===== src/rtl/time_redundant_lock_arbiter_pkg.sv =====
// Shared types and helpers for the time-redundant lock arbiter.
//
// Contents:
//   arb_state_e - arbiter state (idle round-robin or locked on one input)
//   next_idx()  - modulo-n increment of an input index
package time_redundant_arb_pkg;

  typedef enum logic [0:0] {
    ARB_IDLE   = 1'b0,
    ARB_LOCKED = 1'b1
  } arb_state_e;

  // Index after idx, wrapping to 0 at n.
  function automatic int unsigned next_idx(input int unsigned idx, input int unsigned n);
    return (idx + 1 >= n) ? 0 : idx + 1;
  endfunction

endpackage


===== src/rtl/time_redundant_lock_arbiter_pick.sv =====
// rr_lock_pick: combinational round-robin first-valid search.
//
// Ports:
//   valid_i [NumIn] - request vector
//   ptr_i   [IdxW]  - search start index (highest priority)
//   sel_o   [IdxW]  - first requesting index at or after ptr_i, wrapping;
//                     equals ptr_i when nothing requests
//   any_o           - at least one request is present
module rr_lock_pick #(
  parameter int unsigned NumIn = 3,
  parameter int unsigned IdxW  = 2
) (
  input  logic [NumIn-1:0] valid_i,
  input  logic [IdxW-1:0]  ptr_i,
  output logic [IdxW-1:0]  sel_o,
  output logic             any_o
);

  // Two descending passes: the lowest wrapped requester (below ptr) is taken
  // first, then overridden by the lowest requester at or above ptr, which
  // yields the first hit in rotated order without variable-width modulo.
  always_comb begin
    sel_o = ptr_i;
    any_o = 1'b0;
    for (int i = NumIn - 1; i >= 0; i--) begin
      if (valid_i[i] && (IdxW'(i) < ptr_i)) begin
        sel_o = IdxW'(i);
        any_o = 1'b1;
      end
    end
    for (int i = NumIn - 1; i >= 0; i--) begin
      if (valid_i[i] && (IdxW'(i) >= ptr_i)) begin
        sel_o = IdxW'(i);
        any_o = 1'b1;
      end
    end
  end

endmodule


===== src/rtl/time_redundant_lock_arbiter.sv =====
// time_redundant_lock_arbiter: round-robin merge of NumIn operation-group
// outputs that holds the grant on one input until all Redundancy copies of an
// item have been handed over. A lock ends on the last copy, on the watchdog
// (LockTimeout cycles without a handshake), on flush, or on reset. With the
// macro REDUNDANCY_CELLS_ARB_ID_CHECK_EN defined, an ID change on the locked
// input also ends the lock and the new item is re-arbitrated first.
//
// Ports:
//   clk_i, rst_ni        - clock, synchronous active-low reset
//   flush_i              - return to idle, pointer to 0
//   valid_i/ready_o      - per-input handshake
//   data_i/id_i          - per-input payload and redundancy ID
//   valid_o/ready_i      - merged output handshake
//   data_o/id_o/idx_o    - forwarded payload, ID and source index
//   locked_o             - arbiter holds a lock
//   timeout_o            - one-cycle pulse when the watchdog releases a lock
module time_redundant_lock_arbiter
  import time_redundant_arb_pkg::*;
#(
  parameter int unsigned NumIn       = 3,
  parameter int unsigned DataWidth   = 8,
  parameter int unsigned IDSize      = 5,
  parameter int unsigned Redundancy  = 3,
  parameter int unsigned LockTimeout = 5
) (
  input  logic                                  clk_i,
  input  logic                                  rst_ni,
  input  logic                                  flush_i,
  input  logic [NumIn-1:0]                      valid_i,
  output logic [NumIn-1:0]                      ready_o,
  input  logic [NumIn-1:0][DataWidth-1:0]       data_i,
  input  logic [NumIn-1:0][IDSize-1:0]          id_i,
  output logic                                  valid_o,
  input  logic                                  ready_i,
  output logic [DataWidth-1:0]                  data_o,
  output logic [IDSize-1:0]                     id_o,
  output logic [((NumIn > 1) ? $clog2(NumIn) : 1)-1:0] idx_o,
  output logic                                  locked_o,
  output logic                                  timeout_o
);

  localparam int unsigned IdxW = (NumIn > 1) ? $clog2(NumIn) : 1;
  localparam int unsigned CntW = $clog2(Redundancy) + 1;
  localparam int unsigned TmrW = (LockTimeout > 0) ? $clog2(LockTimeout + 1) : 1;

  localparam logic [CntW-1:0] CntLast = CntW'(Redundancy - 1);
  localparam logic [TmrW-1:0] TmrLast = (LockTimeout > 0) ? TmrW'(LockTimeout - 1) : '0;

  arb_state_e      state_q;
  logic [IdxW-1:0] rr_q;
  logic [IdxW-1:0] lock_idx_q;
  logic [CntW-1:0] cnt_q;
  logic [TmrW-1:0] tmr_q;

  logic [IdxW-1:0] pick_sel;
  logic            pick_any;
  logic [IdxW-1:0] cur_idx;
  logic            cur_valid;
  logic            locked;
  logic            id_mis;
  logic            hs;
  logic            to_hit;

  rr_lock_pick #(
    .NumIn (NumIn),
    .IdxW  (IdxW)
  ) u_pick (
    .valid_i (valid_i),
    .ptr_i   (rr_q),
    .sel_o   (pick_sel),
    .any_o   (pick_any)
  );

  assign locked    = (state_q == ARB_LOCKED);
  assign cur_idx   = locked ? lock_idx_q : pick_sel;
  assign cur_valid = locked ? valid_i[lock_idx_q] : pick_any;

`ifdef REDUNDANCY_CELLS_ARB_ID_CHECK_EN
  logic [IDSize-1:0] lock_id_q;
  // A different ID on the owner means a new item: hide it and re-arbitrate.
  assign id_mis = locked & valid_i[lock_idx_q] & (id_i[lock_idx_q] != lock_id_q);
`else
  assign id_mis = 1'b0;
`endif

  assign hs     = cur_valid & ~id_mis & ready_i;
  // Watchdog fires only if this cycle brings no handshake.
  assign to_hit = (LockTimeout > 0) && locked && !hs && (tmr_q == TmrLast);

  assign valid_o   = rst_ni & cur_valid & ~id_mis;
  assign data_o    = data_i[cur_idx];
  assign id_o      = id_i[cur_idx];
  assign idx_o     = cur_idx;
  assign locked_o  = rst_ni & locked;
  assign timeout_o = rst_ni & ~flush_i & ~id_mis & to_hit;

  // Ready is only offered to the granted input when a transfer actually occurs,
  // so a stalled owner leaves every input not-ready.
  always_comb begin
    ready_o = '0;
    if (rst_ni && hs) ready_o[cur_idx] = 1'b1;
  end

  always_ff @(posedge clk_i) begin
    if (!rst_ni) begin
      state_q    <= ARB_IDLE;
      rr_q       <= '0;
      lock_idx_q <= '0;
      cnt_q      <= '0;
      tmr_q      <= '0;
`ifdef REDUNDANCY_CELLS_ARB_ID_CHECK_EN
      lock_id_q  <= '0;
`endif
    end else if (flush_i) begin
      state_q <= ARB_IDLE;
      rr_q    <= '0;
      cnt_q   <= '0;
      tmr_q   <= '0;
    end else begin
      case (state_q)
        ARB_IDLE: begin
          if (hs) begin
            if (Redundancy > 1) begin
              state_q    <= ARB_LOCKED;
              lock_idx_q <= cur_idx;
              cnt_q      <= CntW'(1);
              tmr_q      <= '0;
`ifdef REDUNDANCY_CELLS_ARB_ID_CHECK_EN
              lock_id_q  <= id_i[cur_idx];
`endif
            end else begin
              rr_q <= IdxW'(next_idx(32'(cur_idx), NumIn));
            end
          end
        end
        ARB_LOCKED: begin
          if (id_mis) begin
            state_q <= ARB_IDLE;
            rr_q    <= lock_idx_q;
            cnt_q   <= '0;
            tmr_q   <= '0;
          end else if (hs) begin
            tmr_q <= '0;
            if (cnt_q == CntLast) begin
              state_q <= ARB_IDLE;
              rr_q    <= IdxW'(next_idx(32'(lock_idx_q), NumIn));
              cnt_q   <= '0;
            end else begin
              cnt_q <= cnt_q + 1'b1;
            end
          end else if (to_hit) begin
            state_q <= ARB_IDLE;
            rr_q    <= IdxW'(next_idx(32'(lock_idx_q), NumIn));
            cnt_q   <= '0;
            tmr_q   <= '0;
          end else if (LockTimeout > 0) begin
            tmr_q <= tmr_q + 1'b1;
          end
        end
        default: state_q <= ARB_IDLE;
      endcase
    end
  end

endmodule


===== config.mk =====
export PLATFORM = sky130hd
export DESIGN_NAME = time_redundant_lock_arbiter
export DESIGN_NICKNAME = d
export VERILOG_FILES = /design/src/rtl/time_redundant_lock_arbiter_pkg.sv /design/src/rtl/time_redundant_lock_arbiter_pick.sv /design/src/rtl/time_redundant_lock_arbiter.sv
export SDC_FILE = /design/constraint.sdc
export NUM_CORES = 1
export LEC_CHECK = 0
export CORE_MARGIN = 2
export CORE_UTILIZATION = 61
export CTS_CLUSTER_SIZE = 8
export DETAILED_ROUTE_END_ITERATION = 6
export DONT_BUFFER_PORTS = 1
export GPL_TIMING_DRIVEN = 0
export PLACE_DENSITY = 0.78
export SYNTH_ARGS = -nofsm -noshare
export SYNTH_HDL_FRONTEND = slang
export SYNTH_HIERARCHICAL = 1
export SYNTH_SLANG_ARGS = --single-unit

===== constraint.sdc =====
create_clock -name clk_i -period 3 [get_ports clk_i]
set_clock_uncertainty 0.05 [all_clocks]
set_input_delay 0.6 -clock clk_i [delete_from_list [all_inputs] [get_ports clk_i]]
set_output_delay 0.6 -clock clk_i [all_outputs]
set_load 0.02 [all_outputs]

**Word level (Yosys, flattened, before mapping)**

Index checks and enable logic that the tools add are counted.

- Register bits: 11
- Input bits: 46
- Output and inout port bits: 21

- $add $sub $neg: 3
- Order comparisons: 10
- Eq/ne operators: 5
- Muxes and demuxes: 42
- Bitwise operators: 8
- Reductions and logical operators: 15

Operators with widths:

| operator | number |
|---|---|
| $mux 2 | 12 |
| $mux 3 | 8 |
| $bmux 8 s2 | 1 |
| $mux 1 | 13 |
| $pmux 3 s2 | 2 |
| $bmux 5 s2 | 1 |
| $logic_and 1x1->1 | 10 |
| $mux 8 | 1 |
| $add 3x1->3 const B | 2 |
| $lt 2x3->1 const B | 2 |
| $reduce_and 3->1 | 2 |
| $and 1x1->1 | 5 |
| $mux 5 | 1 |
| $ge 1x2->1 const A | 2 |
| $lt 1x2->1 const A | 2 |
| $add 2x1->3 const B | 1 |
| $eq 3x2->1 const B | 1 |
| $eq 3x3->1 const B | 1 |
| $ge 3x2->1 const B | 1 |
| $ne 3x1->1 const B | 1 |
| $ne 3x2->1 const B | 1 |
| $not 1->1 | 3 |
| $bmux 1 s2 | 1 |
| $demux 1 s2 | 1 |
| 8 further kinds | 8 |

**Logic depth before layout (Yosys ltp)**

- Depth after elaboration: 16
- Gate-level depth with buffers: 9
- Depth with buffers taken out: 8

**Hierarchy**

Netlist, hierarchy kept.

Modules (own cells, without submodules):

| module | times used | cells an instance | area an instance (sq um) | seq. area each (sq um) |
|---|---|---|---|---|
| time_redundant_lock_arbiter | 1 | 128 | 943.4 | 220.2 |
| rr_lock_pick | 1 | 12 | 61.3 | 0.0 |

**Worst setup path before layout**

Ideal clock, no wire load.

- Kind: input port to output port
- Start: input port valid_i[2]
- End: output port data_o[0]
- Arrival: 2.196 ns
- Setup slack: 0.154 ns
- Stages: 8
- Path buffers: 1
- Path through: o2bb2ai_1 > a32o_1 > mux2i_2 > inv_1 > nor2_1 > buf_2 > nand2_1 > o21ai_0

- Longest elaborated chain between the ends: 10
- Elaborated cells between the ends (all ways): 11
- Those cells by class: 9 x mux; 2 x reduce/logical

Ends and longest elaborated chain:

| item | RTL line | source |
|---|---|---|
| start: declaration | time_redundant_lock_arbiter.sv:29 | `input logic [NumIn-1:0] valid_i,` |
| $logic_and 1x1->1 | time_redundant_lock_arbiter_pick.sv:26 | `if (valid_i[i] && (IdxW'(i) < ptr_i)) begin` |
| $mux 2 (3 in series) | time_redundant_lock_arbiter_pick.sv:26 |  |
| $mux 2 (*) (3 in series) | time_redundant_lock_arbiter_pick.sv:32 | `if (valid_i[i] && (IdxW'(i) >= ptr_i)) begin` |
| via pick_sel[1] | time_redundant_lock_arbiter.sv:55 | `logic [IdxW-1:0] pick_sel;` |
| $mux 2 (*) | time_redundant_lock_arbiter.sv:75 | `assign cur_idx = locked ? lock_idx_q : pick_sel;` |
| via idx_o, one bit | time_redundant_lock_arbiter.sv:37 | `output logic [((NumIn > 1) ? $clog2(NumIn) : 1)-1:0] idx_o,` |
| $bmux 8 s2 (*) | time_redundant_lock_arbiter.sv:91 | `assign data_o = data_i[cur_idx];` |
| $mux 8 (implied by the code) (*) | time_redundant_lock_arbiter.sv:91 |  |
| end: declaration | time_redundant_lock_arbiter.sv:35 | `output logic [DataWidth-1:0] data_o,` |

Mark *: on every way through the listed nets, which the timed path passes. The rest lies on a longest branch. The select of a mux whose other input is x is not followed.

**Worst setup path in the final report**

- Start: register rr_q[1]
- End: output port data_o[2]

- Longest elaborated chain between the ends: 11
- Elaborated cells between the ends (all ways): 21
- Those cells by class: 6 x order compare; 9 x mux; 6 x reduce/logical

Ends and longest elaborated chain:

| item | RTL line | source |
|---|---|---|
| start: declaration | time_redundant_lock_arbiter.sv:50 | `logic [IdxW-1:0] rr_q;` |
| start signal: assignment | time_redundant_lock_arbiter.sv:132 | `rr_q <= IdxW'(next_idx(32'(cur_idx), NumIn));` |
| start signal: assignment | time_redundant_lock_arbiter.sv:139 | `rr_q <= lock_idx_q;` |
| start signal: assignment | time_redundant_lock_arbiter.sv:146 | `rr_q <= IdxW'(next_idx(32'(lock_idx_q), NumIn));` |
| $lt 2x2->1 | time_redundant_lock_arbiter_pick.sv:26 |  |
| $logic_and 1x1->1 | time_redundant_lock_arbiter_pick.sv:26 |  |
| $mux 2 (3 in series) | time_redundant_lock_arbiter_pick.sv:26 |  |
| $mux 2 (2 in series) | time_redundant_lock_arbiter_pick.sv:32 |  |
| $mux 2 (*) | time_redundant_lock_arbiter_pick.sv:32 |  |
| via pick_sel[0] | time_redundant_lock_arbiter.sv:55 |  |
| $mux 2 (*) | time_redundant_lock_arbiter.sv:75 |  |
| $bmux 8 s2 (*) | time_redundant_lock_arbiter.sv:91 |  |
| $mux 8 (implied by the code) (*) | time_redundant_lock_arbiter.sv:91 |  |

Marked as above.

==> reports/qor.yml <==
power_and_ir_drop:
  pwr-share-comb: 0.312
  p_clk_frac: 0.273
  p_leak_nw: 0.459
  p_seq_frac: 0.415
  p_per_area_nw_per_um2: 333
  vdd_drop_max_uv: 385
  p_switching_mw: 0.128
  p_int_mw: 0.235
  p_sw_frac: 0.353
sta:
  setup_viol: 0
  fmaxAchievable_ghz: 0.358
  min_period_ns: 2.79
  maxSlewHeadroom: 0.574
  slew_viol_final: 0
  rsz0062_at_grt: "false"
  period_share: 0.931
  fin_ws_ns: 0.206
  hold_violations: 0
  worst-slew-pin-transition_ns: 0.633
floorplanning:
  fp.dieW_um: 44.6
  ios: 67
  die_y_um: 44.6
  start_util: 0.659
  rows: 14
  die_area_um2: 1990
  core_area_um2: 1520
clock_network:
  htreeDepth: 1
  clkSinkCount: 11
  path_clk_slew_ns: 0.07
  clk_path_buf_depth: 2
  cts_root_buf: "clkbuf_4"
  cts_made_buffers: 3
  cts_tree: "built"
  clock_latency_ns: 0.27
synth:
  ys_types: 35
  syn-num-nets: 188
  ys_seq_area_frac: 0.219
  ys_seq_elements: 11
  synth_cells: 140
  ys.flop_type: "dfxtp_1"
  synth-edff-count: 0
  syn_avg_cell_area_um2: 7.18
  synth_area_um2: 1000
  yosys_warnings: 6
  async_flop_share: 0
cells_and_area:
  instances_no_fill: 161
  nets: 194
  drive_gt1_frac: 0.159
  syn_to_final_growth_pct: 8.47
  num_antenna_cells: 0
setup_path:
  path_common_cell: "a21oi_1"
  cp.required_ns: 2.35
  cp.arrival_ns: 2.14
  cp_top_family: "compound AO/OA/AOI/OAI gates"
  path_buf_inv: 2
  crit_fanout: 10
  end_kind: "output port"
  slowest_delay_ns: 0.35
  crit_type: "flip-flop to output port"
  cp_slowest_cell: "dfxtp_1"
  startpoint_type: "flip-flop"
  path_cells: "a21oi_1, a21oi_1, o21ai_0, mux2_2, inv_1, nor2_2, buf_2, nand2_1, o21ai_1"
job:
  maxCapViolations: 0
detailed_routing:
  vias: 1005
  drt_wl_total_um: 2380
  firstDrtPassIters: 4
  drc: 0
  drt_iter0_markers: 25
  vias_per_cell: 6.24
  wl_per_cell_um: 14.8
  antenna_left: 0
grt:
  overflow: 0
  grt_max_degree: 11
  grt-busiest-layer: "met2"
  grt_pass1_vias: 859
  gr-usage-met2: 0.403
  antenna_found_initial: 0
  grt_pass1_wl_um: 3530
  track_usage: 0.235
  globalRouteMet1Util: 0.297
  grt_use_met3: 0.0776
place:
  hpwl_um: 1880
  dp_slack_ns: -0.110
  port_buffers: 0
  place_inst: 156
  gp_congestion: 0.825
hold_path:
  holdCritPathClass: "flip-flop to flip-flop"
outcome:
  status: "completed"
==> through the flow <==
step | setup TNS (ns) | total power, mW | area [um^2] | hold slack, ns | util
after floorplan | 0 | 0.245 | 1000 | 0.399 | -
after global placement | -0.198 | 0.256 | 1020 | 0.413 | 0.672
after detailed placement | -0.916 | 0.258 | 1020 | 0.429 | 0.672
after CTS | 0 | 0.361 | 1070 | 0.438 | 0.702
after global routing | 0 | 0.382 | 1090 | 0.471 | 0.715
final | 0 | 0.363 | 1090 | 0.438 | 0.715
==> power by group through the flow <==
stage / registers, mW / clock network, mW / logic, mW
after CTS: 0.151 / 0.101 / 0.110
final: 0.151 / 0.0991 / 0.113
after global placement: 0.154 / 0 / 0.102
after global routing: 0.151 / 0.109 / 0.122
after detailed placement: 0.154 / 0 / 0.104
after floorplan: 0.153 / 0 / 0.0919
==> registers in the layout (all words and copies together) (netlist names) <==
signal / cells
tmr_q: 3
cnt_q: 3
lock_idx_q: 2
locked: 1
rr_q: 2
==> path summary, 6_finish.rpt <==
kind                                       startpoint                     to  slack [ns]  cells past startpoint
worst min register to register  tmr_q[0]$_SDFFE_PP0P_  tmr_q[0]$_SDFFE_PP0P_        0.44                      2
worst max-delay path             rr_q[1]$_SDFFE_PP0P_              data_o[2]        0.21                      9
worst max register to register      locked$_SDFF_PP0_  cnt_q[1]$_SDFFE_PP0P_        1.05                      6
worst min-delay path            tmr_q[0]$_SDFFE_PP0P_  tmr_q[0]$_SDFFE_PP0P_        0.44                      2
==> what timing repair did <==
action                     4_1_cts  5_1_grt
gates resized for setup         14        6
setup endpoints to repair       13       10
hold buffers                     0        0
setup buffers                    0        1
==> layout make-up <==
cell class	instances	area, um^2
inverter	7	26.3
fill	137	434
clock buffer	4	26.3
sequential	11	220
multi-input combinational	116	762
timing repair buffer	1	7.51
tap	16	20.0
buffer	6	27.5
==> layer usage <==
metal,up-vias,share of wire
li1,501,-
met1,464,0.41
met2,38,0.53
met3,2,0.065
met4,0,0.0034
met5,-,0
==> tightest hold or removal path, cell delays in order, from the launching register on <==
cell and delay, ns:
dfxtp_1 0.33, nand2_1 0.06, a21oi_1 0.05
==> cell usage in the layout, fill, tap and decap left out, types with 2 or more instances in the layout <==
cell type and count:
nand2_1 30, mux2i_1 17, dfxtp_1 11, o21ai_1 7
nor2_1 7, o21ai_0 7, a21oi_1 7, inv_1 6
nand3_1 6, o21ai_2 5, buf_2 3, clkbuf_4 3
clkbuf_1 2, nand2b_1 2, and2_2 2, nor3b_1 2
o31ai_1 2, xnor2_1 2, ha_1 2
==> kinds of logic (layout without fill, tap and decap cells) <==
kind of cell,Yosys count,after routing,synth area share
AOI/OAI and AO/OA,33,33,0.203
xor gates and xnor gates,2,2,0.0174
adders and majority gates,2,2,0.0249
buffers and inverters,13,18,0.0523
DFF,11,11,0.219
muxes,19,19,0.194
and+or+nand+nor,60,60,0.289
==> cells in the mapped netlist, types with 2 or more instances <==
library cell | n | share of area
o31ai_1 | 2 | 0.015
ha_1 | 2 | 0.025
nand2b_1 | 2 | 0.012
clkbuf_1 | 2 | 0.0075
a21oi_1 | 7 | 0.035
buf_2 | 3 | 0.015
nand2_1 | 30 | 0.11
dfxtp_1 | 11 | 0.22
xnor2_1 | 2 | 0.017
nor2_1 | 8 | 0.030
inv_1 | 7 | 0.026
and2_2 | 2 | 0.015
nand3_1 | 6 | 0.030
o21ai_1 | 2 | 0.010
nor3b_1 | 2 | 0.015
o21ai_0 | 17 | 0.085
mux2i_1 | 17 | 0.17
(Power assumes the default switching activity.)
